<file path="src/rtl/rvscc_div_pkg.sv">
// Shared types and helpers for the iterative RV32M divider.
package rvscc_div_pkg;

    typedef enum logic [1:0] {
        DIV  = 2'd0,
        DIVU = 2'd1,
        REM  = 2'd2,
        REMU = 2'd3
    } div_op_e;

    typedef enum logic [1:0] {
        IDLE = 2'd0,
        CALC = 2'd1,
        DONE = 2'd2
    } div_state_e;

    function automatic logic is_signed(div_op_e op);
        return (op == DIV) || (op == REM);
    endfunction

    function automatic logic wants_rem(div_op_e op);
        return (op == REM) || (op == REMU);
    endfunction

endpackage

</file>
<file path="src/rtl/div_step.sv">
// One radix-2 restoring division step: shift, trial subtract, conditional restore.
module div_step #(
    parameter int unsigned WIDTH = 32
) (
    input  logic [WIDTH-1:0] rem,
    input  logic [WIDTH-1:0] quo,
    input  logic [WIDTH-1:0] div,
    output logic [WIDTH-1:0] rem_next,
    output logic [WIDTH-1:0] quo_next
);

    logic [WIDTH:0] shifted;
    logic [WIDTH:0] diff;
    logic           qbit;

    // quo carries the remaining dividend bits in its top, quotient bits enter at the bottom
    always_comb begin
        shifted  = {rem, quo[WIDTH-1]};
        diff     = shifted - {1'b0, div};
        qbit     = ~diff[WIDTH];
        rem_next = qbit ? diff[WIDTH-1:0] : shifted[WIDTH-1:0];
        quo_next = {quo[WIDTH-2:0], qbit};
    end

endmodule

</file>
<file path="src/rtl/iter_divider.sv">
// Multi-cycle restoring divider for RV32M DIV/DIVU/REM/REMU.
// RVSCC_DIV_EARLY_OUT_EN: divide-by-zero and signed overflow skip the iteration.
module iter_divider
    import rvscc_div_pkg::*;
#(
    parameter int unsigned WIDTH = 32
) (
    input  logic             clk,
    input  logic             rst_n,
    input  logic             req_valid,
    output logic             req_ready,
    input  logic [1:0]       op,
    input  logic [WIDTH-1:0] a,
    input  logic [WIDTH-1:0] b,
    output logic             rsp_valid,
    input  logic             rsp_ready,
    output logic [WIDTH-1:0] result,
    output logic             busy
);

    localparam int unsigned CW = $clog2(WIDTH + 1);

    div_state_e       state_q, state_d;
    div_op_e          op_q;
    logic             q_neg_q, r_neg_q, spec_q;
    logic [WIDTH-1:0] rem_q, quo_q, div_q, spec_val_q;
    logic [CW-1:0]    count_q;

    div_op_e          op_c;
    logic             sgn_c, a_neg_c, b_neg_c, b_zero_c, ovf_c, spec_c, accept_c;
    logic [WIDTH-1:0] a_mag_c, b_mag_c, spec_val_c;
    logic [WIDTH-1:0] rem_n, quo_n, q_fix_c, r_fix_c, final_c;

    // Operand conditioning and special-case detection at acceptance
    always_comb begin
        op_c       = div_op_e'(op);
        sgn_c      = is_signed(op_c);
        a_neg_c    = sgn_c & a[WIDTH-1];
        b_neg_c    = sgn_c & b[WIDTH-1];
        a_mag_c    = a_neg_c ? WIDTH'(-a) : a;
        b_mag_c    = b_neg_c ? WIDTH'(-b) : b;
        b_zero_c   = (b == '0);
        ovf_c      = sgn_c && (a == {1'b1, {(WIDTH-1){1'b0}}}) && (b == '1);
        spec_c     = b_zero_c | ovf_c;
        if (b_zero_c)
            spec_val_c = wants_rem(op_c) ? a : '1;
        else
            spec_val_c = wants_rem(op_c) ? '0 : a;
        accept_c   = req_valid && req_ready;
    end

    div_step #(.WIDTH(WIDTH)) u_step (
        .rem      (rem_q),
        .quo      (quo_q),
        .div      (div_q),
        .rem_next (rem_n),
        .quo_next (quo_n)
    );

    // Sign correction of the final step's magnitudes
    always_comb begin
        q_fix_c = q_neg_q ? WIDTH'(-quo_n) : quo_n;
        r_fix_c = r_neg_q ? WIDTH'(-rem_n) : rem_n;
        if (spec_q)
            final_c = spec_val_q;
        else
            final_c = wants_rem(op_q) ? r_fix_c : q_fix_c;
    end

    always_ff @(posedge clk or negedge rst_n) begin
        if (!rst_n)
            state_q <= IDLE;
        else
            state_q <= state_d;
    end

    always_comb begin
        state_d = state_q;
        case (state_q)
            IDLE: begin
                if (accept_c) begin
                    state_d = CALC;
`ifdef RVSCC_DIV_EARLY_OUT_EN
                    if (spec_c)
                        state_d = DONE;
`endif
                end
            end
            CALC: if (count_q == CW'(1)) state_d = DONE;
            DONE: if (rsp_ready) state_d = IDLE;
            default: state_d = IDLE;
        endcase
    end

    // Outputs registered from the next state so they track state_q exactly
    always_ff @(posedge clk or negedge rst_n) begin
        if (!rst_n) begin
            req_ready <= 1'b1;
            rsp_valid <= 1'b0;
            busy      <= 1'b0;
        end else begin
            req_ready <= (state_d == IDLE);
            rsp_valid <= (state_d == DONE);
            busy      <= (state_d != IDLE);
        end
    end

    always_ff @(posedge clk or negedge rst_n) begin
        if (!rst_n) begin
            op_q       <= DIV;
            q_neg_q    <= 1'b0;
            r_neg_q    <= 1'b0;
            spec_q     <= 1'b0;
            spec_val_q <= '0;
            rem_q      <= '0;
            quo_q      <= '0;
            div_q      <= '0;
            count_q    <= '0;
            result     <= '0;
        end else if (state_q == IDLE) begin
            if (accept_c) begin
                op_q       <= op_c;
                q_neg_q    <= a_neg_c ^ b_neg_c;
                r_neg_q    <= a_neg_c;
                spec_q     <= spec_c;
                spec_val_q <= spec_val_c;
                rem_q      <= '0;
                quo_q      <= a_mag_c;
                div_q      <= b_mag_c;
                count_q    <= CW'(WIDTH);
`ifdef RVSCC_DIV_EARLY_OUT_EN
                if (spec_c)
                    result <= spec_val_c;
`endif
            end
        end else if (state_q == CALC) begin
            rem_q   <= rem_n;
            quo_q   <= quo_n;
            count_q <= count_q - CW'(1);
            if (count_q == CW'(1))
                result <= final_c;
        end
    end

endmodule
</file>
<file path="config.mk">
export PLATFORM = sky130hd
export DESIGN_NAME = iter_divider
export DESIGN_NICKNAME = d
export VERILOG_FILES = /design/src/rtl/rvscc_div_pkg.sv /design/src/rtl/div_step.sv /design/src/rtl/iter_divider.sv
export SDC_FILE = /design/constraint.sdc
export NUM_CORES = 1
export LEC_CHECK = 0
export CORE_ASPECT_RATIO = 0.5
export CORE_UTILIZATION = 50
export CTS_CLUSTER_DIAMETER = 100
export DETAILED_ROUTE_END_ITERATION = 10
export GPL_TIMING_DRIVEN = 0
export PLACE_DENSITY = 0.7
export SLEW_MARGIN = 20
export SYNTH_ARGS = -nofsm -noshare
export SYNTH_HDL_FRONTEND = slang
export SYNTH_HIERARCHICAL = 1
export SYNTH_SLANG_ARGS = --single-unit
</file>
<file path="constraint.sdc">
create_clock -name clk -period 8.6 [get_ports clk]
set_input_delay 1.72 -clock clk [delete_from_list [all_inputs] [get_ports clk]]
set_output_delay 1.72 -clock clk [all_outputs]
set_load 0.01 [all_outputs]
</file>
==> results.toml, run 1 <==
[run_status]
status = "finished, final reports clean"

[synthesis]
yosysSeqAreaShare = 0.3390
synthSimpleGateAreaFrac = 0.1838
yosysMostFrequentCell = "nand2_1"
syn_inst = 1602
syn_nets = 1712
synth_area_per_cell_um2 = 8.065
synthArstFlopShare = 1.000
ys.flop_type = "dfrtp_1"
synth_commonest_cells = "nand2_1, o21ai_0, dfrtp_1, a21oi_1, clkbuf_1"
synthMuxAreaShare = 0.03244
synthXorXnorAreaFrac = 0.09355
synth-adder-area-share = 0.03932
post-synth-top-area-cell = "dfrtp_1"
ys_seq_elements = 175
yosysWarnings = 6
synth_top_area_frac = 0.3370
synth-compound-area-share = 0.2436
netlist_area_mm2 = 0.01292
synth_top_family_by_area = "compound AO/OA/AOI/OAI gates"
netlist_top_cells_area = "dfrtp_1, o21ai_0, nand2_1"
synth-edff-count = 0
synthDistinctLibCells = 84

[clocking]
cts.clk_slew.worst_paths_ps = 80
cts_root_buf = "clkbuf_16"
cts_resized = 0
cts-htree-levels = 4
postCtsSetupBuffers = 0
cts_sinks = 175
cts_tree = "built"
cts_buffers = 17
ctsHoldBuffers = 0
clock_latency_ps = 470
clockBufferDepth = 2

[floorplan]
ios = 105
start_util = 0.5109
die_x_um = 229.3
die_h_um = 115.7
dieArea_mm2 = 0.02653
core_mm2 = 0.02529
fp-row-count = 41

[drt]
routed_wl_um = 46710
drt_iter0_drc = 1428
via_per_inst = 6.208
post_drt_wl_per_cell_um = 22.43
antenna_left = 0
via_count = 12930
drc = 0
firstDrtPassIters = 7

[setup_path]
cp_data_required_time_ps = 8930
cp_cell_sequence = "inv_1 > ha_1 > fa_1 > and2b_1 > o2111ai_1 > a21oi_2 > o2111ai_1 > a211oi_2 > nor2_2 > mux2i_1 > and2_4 > buf_2 > o21ai_1 > inv_1 > ha_1 > or4b_1 > clkbuf_1 > or3_1 > o41ai_2 > xnor2_1 > a222oi_1 > a21oi_1"
cp_max_fo = 10
arrival_ps = 6290
slowest_delay_ps = 470
crit_family = "compound AO/OA/AOI/OAI gates"
crit_type = "reg -> reg"
worst_path_max_delay_cell = "dfrtp_1"
crit_path_start_kind = "flop"
cp_num_buf_inv = 4
cp-end-kind = "flop"

[placed_design]
dp_hpwl_um = 36900
port_buffers = 102
placedCellCount = 2050
dp_slack_ps = 2751
place.gp.congestion = 1.037

[sta]
setup_viol = 0
slew_violations = 0
hold_viol = 0
slew_headroom = 0.3004
setup_slack_ps = 2632
rsz0062_at_grt = "no"
period_needed_ps = 5968
post-route-period-util = 0.6939
worst_slew_pin_slew_ps = 1040
skew_ps = 15.12
max_freq_mhz = 167.6

[grt]
antenna_found_initial = 3
overflow = 0
grt_usage = 0.3527
grt_pass1_vias = 11850
grt_max_degree = 66
grt_pass1_wl_um = 70210

[worst_hold_path]
hold_class = "reg -> reg"

[flow_run]
cap_violations = 0

[finish]
stdcell_count = 2083
drive_above_1_share = 0.06444
syn_to_final_growth_pct = 16.51
nFillCells = 2311
nets = 1835
layout by cell type (no fill, tap or decap), types with 30 or more instances in the layout:
cell type,count
clkdlybuf4s50_1,101
xnor2_1,68
nor2_1,90
inv_1,59
clkbuf_1,95
ha_1,39
a21oi_1,118
nand2_1,205
o21ai_0,199
nor3_1,33
dfrtp_1,174
buf_4,32
nand3_1,30
xor2_1,70
worst reg2reg max path, stage by stage (launching register included):
cell and delay (ps):
dfrtp_1 470, inv_1 70, ha_1 230, fa_1 410
and2b_1 240, o2111ai_1 170, a21oi_2 250, o2111ai_1 230
a211oi_2 280, nor2_2 110, mux2i_1 260, and2_4 210
buf_2 250, o21ai_1 240, inv_1 180, ha_1 230
or4b_1 440, clkbuf_1 180, or3_1 380, o41ai_2 310
xnor2_1 170, a222oi_1 390, a21oi_1 120
state kept, by name, indices dropped and copies added, names as in the netlist:
register	flops
state_q	2
count_q	6
busy	1
result	32
rsp_valid	1
q_neg_q	1
op_q	1
rem_q	32
div_q	32
r_neg_q	1
spec_q	1
spec_val_q	32
quo_q	32
req_ready	1
layout make-up:
cell class / count / area [µm²] / area share
diodes: 1 / 2.502 / 0.0001662
plain buffers: 137 / 653.1 / 0.04339
clock buffers: 23 / 488.0 / 0.03242
clock inverters: 9 / 131.4 / 0.008727
inverters: 61 / 229.0 / 0.01521
multi-input cells: 1229 / 7657 / 0.5087
flip-flops and latches: 175 / 4380 / 0.2910
well taps: 344 / 430.4 / 0.02859
repair buffers: 104 / 1081 / 0.07181
cells by family (layout without fill, tap and decap cells):
logic type | after synthesis | count (layout)
buf+inv | 198 | 334
mux | 32 | 32
fa+ha+maj | 40 | 40
compound gates | 523 | 523
xor+xnor | 138 | 138
other cells | 0 | 1
simple gates | 496 | 496
flops | 175 | 175
per-stage QoR:
step | TNS, ps | hold WS, ps | util | cell area, µm²
after floorplan | 0 | 441.3 | - | 12920
after global placement | -263030 | 461.5 | 0.5682 | 14370
after detailed placement | 0 | 470.6 | 0.5706 | 14430
after CTS | 0 | 485.3 | 0.5951 | 15050
final | 0 | 478.1 | 0.5952 | 15050
after global routing | 0 | 499.9 | 0.5951 | 15050
worst paths after layout:
path,start,to,slack [ps],cells after the start
worst max-delay path,quo_q[31],result[28],2630,22
worst min-delay path,div_q[3],div_q[3],480,2
worst max register to register,quo_q[31],result[28],2630,22
worst min register to register,div_q[3],div_q[3],480,2
max in group asynchronous,rst_n,rem_q[24],6420,3
min in group asynchronous,rst_n,quo_q[5],1140,1
layer usage:
metal | share of wire | global-route usage
met1 | 0.45 | 0.4929
met2 | 0.43 | 0.5331
met3 | 0.096 | 0.08957
met4 | 0.030 | 0.1209
met5 | 0.00026 | 0
Power of run 1 is not shown: default switching activity piles up to over one toggle a cycle in this logic, so the estimate is an artifact.
==> run 2: changes to the inputs <==
- PLACE_DENSITY: 0.7 -> 0.73
- clock period: 8.6 -> 4.8 ns (I/O delays scaled with it)
==> run 2 against run 1 <==
The flow now finishes with violations (negative setup slack). Sequential share of layout area fell by 2.1 points. Register-to-register slack lost 3200 ps. First-iteration DRC count increased by 37%.
==> results.toml, run 2 (synthesis gave the netlist of run 1 again) <==
[sta]
hold_viol = 0
worst_slew_pin_slew_ps = 1176
setup_slack_ps = -522.1
setup_viol = 25
post-route-period-util = 1.109
rsz0062_at_grt = "yes"
slew_violations = 0
max_freq_mhz = 187.9
slew_headroom = 0.2087
skew_ps = 17.07
period_needed_ps = 5322

[setup_path]
crit_type = "reg -> reg"
crit_family = "compound AO/OA/AOI/OAI gates"
worst_path_max_delay_cell = "or4_4"
crit_path_start_kind = "flop"
cp_max_fo = 5
cp_cell_sequence = "inv_1 > ha_2 > fa_2 > and2b_2 > o2111ai_4 > a21oi_4 > o2111ai_2 > a211oi_2 > nor2_4 > mux2i_2 > and2_4 > inv_8 > buf_12 > mux2_4 > or4_4 > or3_4 > o41ai_4 > xnor2_2 > a222oi_1 > a21oi_1"
cp-end-kind = "flop"
cp_num_buf_inv = 3
cp_data_required_time_ps = 5130
slowest_delay_ps = 570
arrival_ps = 5660

[clocking]
ctsHoldBuffers = 0
cts_sinks = 175
clockBufferDepth = 2
cts_root_buf = "clkbuf_16"
cts_buffers = 17
cts.clk_slew.worst_paths_ps = 70
cts-htree-levels = 4
clock_latency_ps = 470
cts_tree = "built"

[grt]
grt_pass1_vias = 12590
overflow = 0
antenna_found_initial = 2
grt_usage = 0.3727
grt_pass1_wl_um = 74090
grt_max_degree = 68

[finish]
final_cell_mix = "nand2_1, o21ai_0, dfrtp_1, a21oi_1, clkdlybuf4s50_1"
layout_commonest_cell = "nand2_1"
fin_area_mm2 = 0.01625
syn_to_final_growth_pct = 25.79
stdcell_count = 2135
nFillCells = 2184
nets = 1888
fin_util = 0.6426
drive_above_1_share = 0.1402

[placed_design]
place.gp.congestion = 0.9842
placed_area_mm2 = 0.01446
port_buffers = 102
dp_hpwl_um = 37260
placedCellCount = 2050

[floorplan]
fp-row-count = 41
dieArea_mm2 = 0.02653
die_x_um = 229.3
start_util = 0.5109
ios = 105
die_h_um = 115.7
core_mm2 = 0.02529

[worst_hold_path]
hold_class = "in -> async"

[drt]
firstDrtPassIters = 7
routed_wl_um = 50670
post_drt_wl_per_cell_um = 23.73
via_per_inst = 6.365
antenna_left = 0
via_count = 13590
drc = 0
drt_iter0_drc = 1951

[run_status]
status = "finished with violations"
violations = "negative setup slack"

[flow_run]
cap_violations = 0
run 2: worst paths after layout:
check	from	to	slack (ps)	cells after the start
setup reg to reg	quo_q[31]	result[28]	-520	20
max in group asynchronous	rst_n	rem_q[22]	3370	3
hold / removal	rst_n	quo_q[6]	390	1
setup / recovery	quo_q[31]	result[28]	-520	20
hold reg to reg	div_q[23]	div_q[23]	480	2
min in group clk	div_q[23]	div_q[23]	480	2
run 2: cell type report:
class | count | area, µm² | share of cell area
Antenna cell | 1 | 2.502 | 0.0001540
Tap cell | 344 | 430.4 | 0.02648
Multi-Input combinational cell | 1229 | 8351 | 0.5138
Buffer | 132 | 675.6 | 0.04157
Clock inverter | 6 | 82.58 | 0.005081
Clock buffer | 25 | 485.5 | 0.02987
Timing Repair Buffer | 162 | 1608 | 0.09893
Sequential cell | 175 | 4380 | 0.2695
Inverter | 61 | 236.5 | 0.01455
run 2: metrics by stage:
stage	hold slack, ps	setup TNS [ps]	setup slack, ps
after floorplan	441.3	-0.2096	-0.2096
after global placement	465.6	-798200	-4526
after detailed placement	470.3	-14470	-844.7
after CTS	415.0	-7471	-544.7
after global routing	431.6	-10440	-617.3
final	391.0	-8656	-522.1
run 2: per-layer routing:
| metal | up-vias | global-route usage | share of wire |
|---|---|---|---|
| li1 | 6081 | - | - |
| met1 | 6636 | 0.5051 | 0.43 |
| met2 | 734 | 0.5764 | 0.44 |
| met3 | 134 | 0.1006 | 0.097 |
| met4 | 4 | 0.1338 | 0.033 |
| met5 | - | 0 | 0.00055 |
run 2: what timing repair did:
action                                 CTS  global route
cloned                                   1             1
pin swaps                               66            49
resized for setup                      120            37
endpoints found under the hold margin    0             0
buffers inserted                        33            24
setup endpoints to repair               28            27
Power of run 2 is left out for the same reason.
